## config.mk

```make
export PLATFORM = sky130hd
export DESIGN_NAME = sigmoid_logit_flat
export DESIGN_NICKNAME = d
export VERILOG_FILES = /design/src/rtl/sigmoid_logit_pkg.sv /design/src/rtl/sigmoid_logit_if.sv /design/src/rtl/sigmoid_logit_log2_iter.sv /design/src/rtl/sigmoid_logit.sv /design/src/flat_wrapper.sv
export SDC_FILE = /design/constraint.sdc
export NUM_CORES = 1
export LEC_CHECK = 0
export CORE_UTILIZATION = 50
export CTS_BUF_LIST = sky130_fd_sc_hd__clkbuf_16
export CTS_CLUSTER_SIZE = 30
export DETAILED_ROUTE_END_ITERATION = 6
export PLACE_DENSITY_LB_ADDON = 0.3
export SYNTH_ARGS = -nofsm -noshare
export SYNTH_HDL_FRONTEND = slang
export SYNTH_SLANG_ARGS = --single-unit
export TNS_END_PERCENT = 1
```

## constraint.sdc

```tcl
create_clock -name clk -period 11.9 [get_ports clk]
set_input_delay 1.19 -clock clk [delete_from_list [all_inputs] [get_ports clk]]
set_output_delay 1.19 -clock clk [all_outputs]
set_load 0.03 [all_outputs]
```

## src/rtl/sigmoid_logit_pkg.sv

```systemverilog
// Shared types, constants and a function-level model for the logit
// (inverse sigmoid) unit.
package sigmoid_logit_pkg;

  localparam int FRAC_BITS = 8;
  localparam int INT_BITS  = 4;
  localparam int LOG_W     = INT_BITS + FRAC_BITS;
  localparam int MAG_W     = 13;

  localparam logic [11:0] SAT_POS = 12'h7FF;
  localparam logic [11:0] SAT_NEG = 12'h801;
  localparam logic [11:0] HALF    = 12'd2048;

  // ln2 ~= 2^-1 + 2^-3 + 2^-4 + 2^-7
  localparam int LN2_SH0 = 1;
  localparam int LN2_SH1 = 3;
  localparam int LN2_SH2 = 4;
  localparam int LN2_SH3 = 7;

  typedef enum logic [2:0] {IDLE, LOG_A, LOG_B, SCALE, OUT} state_e;

  typedef struct packed {
    logic [11:0] f_inv;
    logic        sat;
  } logit_res_t;

  function automatic logic [MAG_W-1:0] ln2_scale(input logic [MAG_W-1:0] d);
    return (d >> LN2_SH0) + (d >> LN2_SH1) + (d >> LN2_SH2) + (d >> LN2_SH3);
  endfunction

  function automatic logic [LOG_W-1:0] log2_model(input logic [11:0] v);
    logic [3:0]           p;
    logic [11:0]          m;
    logic [23:0]          sq;
    logic [FRAC_BITS-1:0] frac;
    p = '0;
    for (int i = 0; i < 12; i++) begin
      if (v[i]) p = 4'(i);
    end
    m    = v << (4'd11 - p);
    frac = '0;
    for (int k = 0; k < FRAC_BITS; k++) begin
      sq   = {12'd0, m} * {12'd0, m};
      frac = {frac[FRAC_BITS-2:0], sq[23]};
      m    = sq[23] ? sq[23:12] : sq[22:11];
    end
    return {p, frac};
  endfunction

  function automatic logit_res_t logit_model(input logic [11:0] y);
    logit_res_t       res;
    logic [11:0]      a;
    logic [11:0]      b;
    logic             neg;
    logic [MAG_W-1:0] d;
    logic [MAG_W-1:0] r;
    logic [11:0]      rc;
    neg = (y < HALF);
    a   = neg ? y : -y;
    b   = -a;
    if (a == '0) begin
      res.f_inv = SAT_NEG;
      res.sat   = 1'b1;
    end else begin
      d         = {1'b0, log2_model(b)} - {1'b0, log2_model(a)};
      r         = ln2_scale(d);
      res.sat   = (r > {1'b0, SAT_POS});
      rc        = res.sat ? SAT_POS : r[11:0];
      res.f_inv = neg ? -rc : rc;
    end
    return res;
  endfunction

endpackage

```

## src/rtl/sigmoid_logit_if.sv

```systemverilog
// Valid/ready request and response bundle for the logit unit.
interface sigmoid_logit_if #(
  parameter int W = 12
);
  logic         in_valid;
  logic         in_ready;
  logic [W-1:0] y;
  logic         out_valid;
  logic         out_ready;
  logic [W-1:0] f_inv;
  logic         sat;

  modport master (
    output in_valid, y, out_ready,
    input  in_ready, out_valid, f_inv, sat
  );

  modport slave (
    input  in_valid, y, out_ready,
    output in_ready, out_valid, f_inv, sat
  );
endinterface

```

## src/rtl/sigmoid_logit_log2_iter.sv

```systemverilog
// Iterative log2 of a 12-bit integer: one normalize cycle, then one
// squaring step per fractional bit, MSB first.
module log2_iter
  import sigmoid_logit_pkg::*;
(
  input  logic             clk,
  input  logic             rst,
  input  logic             start_i,
  input  logic [11:0]      v_i,
  output logic             busy_o,
  output logic             done_o,
  output logic [LOG_W-1:0] log_o
);

  localparam int CNT_W = $clog2(FRAC_BITS);

  logic                 busy_q;
  logic [CNT_W-1:0]     cnt_q;
  logic [3:0]           p_q;
  logic [3:0]           p_lead;
  logic [11:0]          m_q;
  logic [11:0]          m_norm;
  logic [11:0]          m_sq;
  logic [23:0]          sq;
  logic [FRAC_BITS-1:0] frac_q;

  always_comb begin
    // NOTE: default assigned before the scan so no latch is inferred.
    p_lead = '0;
    for (int i = 0; i < 12; i++) begin
      if (v_i[i]) p_lead = 4'(i);
    end
  end

  assign m_norm = v_i << (4'd11 - p_lead);
  assign sq     = {12'd0, m_q} * {12'd0, m_q};
  assign m_sq   = sq[23] ? sq[23:12] : sq[22:11];

  // done_o marks the cycle whose closing edge writes the last fraction bit.
  assign done_o = busy_q && (cnt_q == CNT_W'(FRAC_BITS - 1));
  assign busy_o = busy_q;
  assign log_o  = {p_q, frac_q};

  // NOTE: sequential state uses non-blocking assignments only.
  always_ff @(posedge clk or posedge rst) begin
    if (rst) begin
      busy_q <= 1'b0;
      cnt_q  <= '0;
      p_q    <= '0;
      m_q    <= '0;
      frac_q <= '0;
    end else if (busy_q) begin
      m_q    <= m_sq;
      frac_q <= {frac_q[FRAC_BITS-2:0], sq[23]};
      cnt_q  <= cnt_q + 1'b1;
      if (done_o) busy_q <= 1'b0;
    end else if (start_i) begin
      p_q    <= p_lead;
      m_q    <= m_norm;
      frac_q <= '0;
      cnt_q  <= '0;
      busy_q <= 1'b1;
    end
  end

endmodule

```

## src/rtl/sigmoid_logit.sv

```systemverilog
// Logit unit: x = ln(y/(1-y)) for Q0.12 y, producing a saturated Q3.8 result.
module sigmoid_logit #(
  parameter int FRAC_BITS = 8,
  parameter int W         = 12
) (
  input  logic           clk,
  input  logic           rst,
  sigmoid_logit_if.slave bus
);
  import sigmoid_logit_pkg::*;

  localparam int LW = INT_BITS + FRAC_BITS;

  state_e           state_q, state_d;
  logic [W-1:0]     a_q, a_d;
  logic [W-1:0]     b_q, b_d;
  logic             neg_q, neg_d;
  logic [LW-1:0]    log_a_q, log_a_d;
  logic [W-1:0]     f_inv_q, f_inv_d;
  logic             sat_q, sat_d;
  logic             out_valid_q, out_valid_d;

  logic             accept;
  logic             fold_neg;
  logic [W-1:0]     fold_a;

  logic             log_start;
  logic             log_busy;
  logic             log_done;
  logic [11:0]      log_v;
  logic [LW-1:0]    log_res;

  logic [MAG_W-1:0] mag;
  logic [MAG_W-1:0] r_scaled;
  logic [W-1:0]     r_clamp;
  logic             sat_scaled;
  logic [W-1:0]     f_scaled;

  assign bus.in_ready  = (state_q == IDLE) && !rst;
  assign bus.out_valid = out_valid_q;
  assign bus.f_inv     = f_inv_q;
  assign bus.sat       = sat_q;

  assign accept   = bus.in_valid && bus.in_ready;
  // Fold onto the lower half so a <= b and the magnitude is never negative.
  assign fold_neg = (bus.y < HALF);
  assign fold_a   = fold_neg ? bus.y : -bus.y;

  // One log2 engine, run first on a, then on b.
  assign log_start = ((state_q == LOG_A) || (state_q == LOG_B)) && !log_busy;
  assign log_v     = (state_q == LOG_B) ? b_q : a_q;

  log2_iter u_log2 (
    .clk     (clk),
    .rst     (rst),
    .start_i (log_start),
    .v_i     (log_v),
    .busy_o  (log_busy),
    .done_o  (log_done),
    .log_o   (log_res)
  );

  always_comb begin
    mag        = (log_res >= log_a_q) ? {1'b0, log_res - log_a_q}
                                      : {1'b0, log_a_q - log_res};
    r_scaled   = ln2_scale(mag);
    sat_scaled = (r_scaled > {1'b0, SAT_POS});
    r_clamp    = sat_scaled ? SAT_POS : r_scaled[W-1:0];
    f_scaled   = neg_q ? -r_clamp : r_clamp;
  end

  always_comb begin
    state_d     = state_q;
    a_d         = a_q;
    b_d         = b_q;
    neg_d       = neg_q;
    log_a_d     = log_a_q;
    f_inv_d     = f_inv_q;
    sat_d       = sat_q;
    out_valid_d = out_valid_q;
    case (state_q)
      IDLE: begin
        if (accept) begin
          a_d   = fold_a;
          b_d   = -fold_a;
          neg_d = fold_neg;
          if (fold_a == '0) begin
            f_inv_d     = SAT_NEG;
            sat_d       = 1'b1;
            out_valid_d = 1'b1;
            state_d     = OUT;
          end else begin
            state_d = LOG_A;
          end
        end
      end
      LOG_A: begin
        if (log_done) state_d = LOG_B;
      end
      LOG_B: begin
        // log2(a) is still on the engine output until b's normalize edge.
        if (log_start) log_a_d = log_res;
        if (log_done)  state_d = SCALE;
      end
      SCALE: begin
        f_inv_d     = f_scaled;
        sat_d       = sat_scaled;
        out_valid_d = 1'b1;
        state_d     = OUT;
      end
      OUT: begin
        if (bus.out_ready) begin
          out_valid_d = 1'b0;
          state_d     = IDLE;
        end
      end
      default: state_d = IDLE;
    endcase
  end

  always_ff @(posedge clk or posedge rst) begin
    if (rst) begin
      state_q     <= IDLE;
      a_q         <= '0;
      b_q         <= '0;
      neg_q       <= 1'b0;
      log_a_q     <= '0;
      f_inv_q     <= '0;
      sat_q       <= 1'b0;
      out_valid_q <= 1'b0;
    end else begin
      state_q     <= state_d;
      a_q         <= a_d;
      b_q         <= b_d;
      neg_q       <= neg_d;
      log_a_q     <= log_a_d;
      f_inv_q     <= f_inv_d;
      sat_q       <= sat_d;
      out_valid_q <= out_valid_d;
    end
  end

endmodule

```

## src/flat_wrapper.sv

```systemverilog
// flat-port wrapper written by rule: the top's interface ports become plain ports
module sigmoid_logit_flat import sigmoid_logit_pkg::*;
#(
  parameter int FRAC_BITS = 8,
  parameter int W         = 12
)
  (clk, rst, bus_in_valid, bus_y, bus_out_ready, bus_in_ready, bus_out_valid, bus_f_inv, bus_sat);
  sigmoid_logit_if #(.W(W)) bus_i ();
  input  logic clk;
  input  logic rst;
  input wire logic [$bits(bus_i.in_valid)-1:0] bus_in_valid;
  input wire logic [$bits(bus_i.y)-1:0] bus_y;
  input wire logic [$bits(bus_i.out_ready)-1:0] bus_out_ready;
  output wire logic [$bits(bus_i.in_ready)-1:0] bus_in_ready;
  output wire logic [$bits(bus_i.out_valid)-1:0] bus_out_valid;
  output wire logic [$bits(bus_i.f_inv)-1:0] bus_f_inv;
  output wire logic [$bits(bus_i.sat)-1:0] bus_sat;
  assign bus_i.in_valid = bus_in_valid;
  assign bus_i.y = bus_y;
  assign bus_i.out_ready = bus_out_ready;
  assign bus_in_ready = bus_i.in_ready;
  assign bus_out_valid = bus_i.out_valid;
  assign bus_f_inv = bus_i.f_inv;
  assign bus_sat = bus_i.sat;
  sigmoid_logit #(.FRAC_BITS(FRAC_BITS), .W(W)) u_core (.clk(clk), .rst(rst), .bus(bus_i));
endmodule
```

# Word-level counts from Yosys, hierarchy flattened
# Index checks and enable logic that the tools add are counted.
classes:
  n_eq_ne: 10
  n_div: 0
  n_lt_le_gt_ge: 3
  multipliers: 1
  n_reduce_logical: 18
  bitwise: 1
  n_shift: 1
  n_mux: 40
  addsub: 10
ops:
  columns: ["operator", "count"]
  rows:
  - ["$mux 12", 10]
  - ["$mux 4", 10]
  - ["$neg 12->12", 3]
  - ["$mul 12x12->24", 1]
  - ["$pmux 12 s2", 1]
  - ["$sub 12x12->12", 2]
  - ["$mux 3", 7]
  - ["$mux 8", 2]
  - ["$pmux 3 s5", 1]
  - ["$add 12x10->13", 1]
  - ["$add 13x6->13", 1]
  - ["$add 13x9->13", 1]
  - ["$gt 13x11->1 const B", 1]
  - ["$ge 12x12->1", 1]
  - ["$logic_not 12->1", 1]
  - ["$lt 12x12->1 const B", 1]
  - ["$shl 12x4->12", 1]
  - ["$reduce_and 4->1", 2]
  - ["$mux 1", 7]
  - ["$eq 3x2->1 const B", 2]
  - ["$eq 3x3->1 const B", 2]
  - ["$ne 2x1->1 const B", 3]
  - ["$reduce_and 2->1", 3]
  - ["$logic_and 1x1->1", 4]
  - ["13 further kinds", 16]
word_totals:
  latch_bits: 0
  ram_bits: 0
  memories: 0
  regBits: 82
  mem_bits_ro: 0
  word_cells: 97

# Logic depth before layout (Yosys ltp)
depth:
  word_depth: 17
  mapped_depth: 38

# Modules after synthesis
# From an unflattened synthesis, not the netlist that was laid out.
hier_totals:
  hier_cells: 1208
  hier_area_um2: 10520.1
by_module_without_submodules:
  columns: ["module", "cells_per_inst", "instances", "area_each_um2"]
  rows:
  - ["log2_iter", 640, 1, 5605.4]
  - ["sigmoid_logit", 568, 1, 4914.7]

# Worst setup path after synthesis
# Ideal clock, no wire load.
synth_path:
  path_type: "register to register"
  start: "register u_core.u_log2.frac_q[0]"
  end: "register u_core.f_inv_q[10], in the netlist u_core.bus.f_inv[10]"
  path_stages_with_launch: 37
  slack_ns: 4.664
  required_time_ns: 11.817
  setup_time_ns: 0.083
  arrival_time_ns: 7.153
  n_path_buf: 2
  cell_sequence: "dfrtp_1 > inv_1 > ha_1 > inv_1 > fa_1 > nand3_1 > nand3_1 > a221oi_4 > o31ai_4 > mux2i_1 > o221ai_1 > a221oi_1 > xor2_1 > inv_1 > fa_1 > inv_1 > fa_1 > inv_1 > ha_1 > a211oi_1 > o21bai_1 > a21oi_1 > o21ba_2 > o21ai_1 > nand3_1 > mux2i_1 > or2_1 > buf_2 > buf_2 > nor2_1 > ha_1 > nand3b_1 > nand2b_1 > or3_1 > o31a_1 > xor2_1 > o21ai_0"
synth_between:
  elab_chain_cells: 10
  elab_cells_between_ends: 12
  cone_classes: "6 x add/sub; 2 x order compare; 4 x mux"
synth_rtl:
  columns: ["element", "line", "text"]
  rows:
  - ["start: declaration", "sigmoid_logit_log2_iter.sv:25", "logic [FRAC_BITS-1:0] frac_q;"]
  - ["start signal: assignment", "sigmoid_logit_log2_iter.sv:54", "frac_q <= {frac_q[FRAC_BITS-2:0], sq[23]};"]
  - ["$sub 12x12->12 (tied with other cells)", "sigmoid_logit.sv:65", ": {1'b0, log_a_q - log_res};"]
  - ["$mux 12 (*)", "sigmoid_logit.sv:64", "mag = (log_res >= log_a_q) ? {1'b0, log_res - log_a_q}"]
  - ["$add 12x10->13", "sigmoid_logit_pkg.sv:28", "return (d >> LN2_SH0) + (d >> LN2_SH1) + (d >> LN2_SH2) + (d >> LN2_SH3);"]
  - ["$add 13x9->13", "sigmoid_logit_pkg.sv:28", null]
  - ["$add 13x6->13 (*)", "sigmoid_logit_pkg.sv:28", null]
  - ["$gt 13x11->1", "sigmoid_logit.sv:67", "sat_scaled = (r_scaled > {1'b0, SAT_POS});"]
  - ["$mux 12 (*)", "sigmoid_logit.sv:68", "r_clamp = sat_scaled ? SAT_POS : r_scaled[W-1:0];"]
  - ["$neg 12->12", "sigmoid_logit.sv:69", "f_scaled = neg_q ? -r_clamp : r_clamp;"]
  - ["$mux 12 (*)", "sigmoid_logit.sv:69", null]
  - ["$pmux 12 s2 (*)", "sigmoid_logit.sv:81", "case (state_q)"]
  - ["end signal: assignment", "sigmoid_logit.sv:137", "f_inv_q <= f_inv_d;"]
  - ["end: declaration", "sigmoid_logit.sv:19", "logic [W-1:0] f_inv_q, f_inv_d;"]
# Every way passes the cells marked *; elsewhere a longest branch is shown, timed or not.
# A chain may end at the register's enable or synchronous reset.

# Worst setup path in the final report
layout_path:
  start: "register u_core.u_log2.frac_q[6]"
  end: "register u_core.f_inv_q[10], in the netlist u_core.bus.f_inv[10]"
# The elaborated chain is that of the path after synthesis.

==> results by group <==
Die
  • Io pins: 31
  • Width of the chip: around 150 um
  • Core area: between 20,000 and 25,000 um2
  • FP Rows: 52
  • Height of the die: ~150 um
  • Initial Util: roughly half
  • Die area: around 21,000 um2

Drt
  • Avg WL per Cell: 14.77 um
  • DRC violations left: 0
  • Drt pass-1 iters: 5
  • Drt via density: 5.560
  • DR vias: around 8.1k
  • Drt first-iter violations: 355
  • Routed Wire Length: between 20,000 and 25,000 um
  • Post-route antenna net violation count: 0

STA
  • Max Slew Vio Count: 0
  • Fin Clk Skew: roughly 0.0053 ns
  • Fmax: around 120 MHz
  • Final Hold Vio Count: 0
  • Final setup fails: 0
  • RSZ-0062 raised after global routing: no
  • Slew HR: between 30 and 40%
  • Setup TNS: 0 ns
  • Final min period: 8.127 ns
  • Worst-Margin Slew: roughly 1.0 ns
  • Period utilisation layout: 68.29%

Clock network
  • Clk slew on worst S/H paths: around 0.060 ns
  • Hold_buf cts: 0
  • Max Root-Sink Buffers: 2
  • Root Buffer: clkbuf_16
  • Post-cts sizing count: 0
  • TritonCTS sink count: 81
  • H-tree levels: 3
  • Postcts setup bufs: 0
  • CTS tree: built
  • Total CTS buffers: 9
  • Clk_lat worst skew: roughly 0.35 ns

Setup path
  • CP Data Required Time: roughly 12 ns
  • Startpoint Class: register
  • Critical Path Most Common Cell: inv_1
  • Slowest stage delay, CP: 0.63 ns
  • Critical path class: register to register
  • Largest fanout on the critical path: 18
  • CP arrival: between 8 and 9 ns
  • CP Capture Type: register
  • CP max stage cell: o31ai_4

Placement
  • Hpwl dp: approximately 17,000 um
  • RD Place Congestion: 0.8759
  • Placed Instance Area: approximately 11,000 um2
  • PortBufs: 30

Global route
  • Gr ovfl total: 0
  • Number of global-route vias before repair: roughly 8k
  • Total Routing Usage GR: around 22%
  • First-pass GRT wire length: 38,010 um
  • Pin count of the biggest net entering global routing: around 80
  • Initial antenna violation count: 0

Final layout
  • Final-layout fill cell count: approximately 1.9k
  • Area growth syn-to-layout: 7.009%
  • Antenna Cells: 0
  • Final net count: around 1.4k
  • Core Util, Final: between 50 and 60%
  • Share of cells above drive strength 1: 5.201%
  • Final instance area: around 11,000 um2

Synth
  • Synth cell types: ~80
  • Top cells by count, synth: inv_1, nand2_1, ha_1
  • Syn avg cell area: 8.687 um2
  • Largest cells by area after synthesis: dfrtp_1, fa_1, ha_1
  • Syn nets: roughly 1.4k
  • Yosys top cell area share: 19.48%
  • Total number of yosys warnings: 0
  • Async set-reset flop share out of synthesis: 100.0%
  • Register bit total from synthesis: between 80 and 90
  • Syn Std Cell Area: ~10,000 um2
  • Most frequent cell after synthesis: inv_1
  • Number of flops mapped to enable cells by yosys: 0
  • Gate Count Post-Synth: ~1.2k
  • Register area share after synthesis: between 10% and 20%
  • Top FF cell, synth: dfrtp_1
  • Area leader, netlist: dfrtp_1

Run
  • Max Cap Violations: 0

Hold path
  • Worst Hold Class: register to register

Outcome
  • Outcome: finished clean
critical path: cells and delay by family, from the launching register on:
kind / cells / cell delay [ns]
multiplexers: 2 / 0.44
AND/OR/NAND/NOR: 6 / 1.44
flip-flops: 1 / 0.39
buffers and inverters: 4 / 0.30
AO/OA/AOI/OAI: 13 / 3.05
XOR/XNOR: 2 / 0.41
adder cells (fa/ha/maj): 5 / 1.98
logic make-up after synthesis:
group	count (synthesis)	synth area share [%]
XOR/XNOR	56	4.785
buffers and inverters	196	7.430
flip-flops	81	19.48
AND/OR/NAND/NOR	368	17.60
multiplexers	37	4.544
AO/OA/AOI/OAI	270	16.83
adder cells (fa/ha/maj)	190	29.33
through the flow:
stage          setup slack [ns]  hold WS, ns  instances
6_report                  3.773       0.4861       1462
5_1_grt                   3.076       0.5143       1462
4_1_cts                   3.810       0.4904       1462
3_5_place_dp              3.867       0.4729       1446
3_3_place_gp              4.032       0.4574       1446
2_1_floorplan             4.664       0.4550       1198
layout make-up:
cell class / instances / area [um2] / area share [%]
Multi-Input combinational cell: 921 / 7607 / 68.31
Sequential cell: 81 / 2027 / 18.20
Inverter: 137 / 515.5 / 4.629
Timing Repair Buffer: 37 / 352.8 / 3.168
Tap cell: 270 / 337.8 / 3.033
Clock buffer: 9 / 225.2 / 2.022
Clock inverter: 7 / 71.32 / 0.6404
routing by layer:
layer / vias up / global-route usage, % / wire length [um]
met5: - / 0 / 0
met4: 0 / 5.573 / 326
met3: 23 / 1.781 / 655
met2: 139 / 35.55 / 10210
met1: 3918 / 30.63 / 10400
li1: 4049 / - / -
placed cells by master (no fill, tap or decap), types with 6 or more instances in the layout:
cell,instances
a21oi_1,66
o31ai_1,18
dfrtp_1,81
o21ai_1,8
a211oi_1,14
inv_1,137
a31oi_1,7
o21ai_0,82
clkdlybuf4s50_1,30
or2_2,7
o211ai_1,9
clkbuf_16,9
buf_4,7
and2_1,53
a21o_1,14
xor2_1,30
xnor2_1,25
fa_1,90
nand4_1,7
nand2b_1,16
nand2_1,116
nor3_1,22
and3_1,6
nor2_1,62
mux2i_1,22
nand3b_1,6
nand3_1,28
nor2b_1,14
or3_1,11
ha_1,100
final timing paths:
path | startpoint | endpoint | slack, ns | cells after the start
hold reg to reg | u_core.bus.f_inv[1]$_DFFE_PP0P_ | u_core.bus.f_inv[1]$_DFFE_PP0P_ | 0.49 | 2
min in group asynchronous | rst | u_core.bus.out_valid$_DFFE_PP0P_ | 1.55 | 3
setup reg to reg | u_core.u_log2.frac_q[6]$_DFFE_PP0P_ | u_core.bus.f_inv[10]$_DFFE_PP0P_ | 3.77 | 32
max in group asynchronous | rst | u_core.log_a_q[5]$_DFFE_PP0P_ | 9.70 | 3
setup / recovery | u_core.u_log2.frac_q[6]$_DFFE_PP0P_ | u_core.bus.f_inv[10]$_DFFE_PP0P_ | 3.77 | 32
hold / removal | u_core.bus.f_inv[1]$_DFFE_PP0P_ | u_core.bus.f_inv[1]$_DFFE_PP0P_ | 0.49 | 2
registers in the layout, indices dropped and copies added, names as in the netlist:
signal                flops
u_core.b_q               12
u_core.bus.f_inv         12
u_core.log_a_q           12
u_core.u_log2.m_q        12
u_core.a_q               11
u_core.u_log2.frac_q      8
u_core.u_log2.p_q         4
u_core.state_q            3
u_core.u_log2.cnt_q       3
u_core.bus.out_valid      1
u_core.bus.sat            1
u_core.neg_q              1
u_core.u_log2.busy_o      1
Power is left out: the tool's default activity adds up to more than one toggle a clock period on the data nets, which glitch-free logic cannot reach.
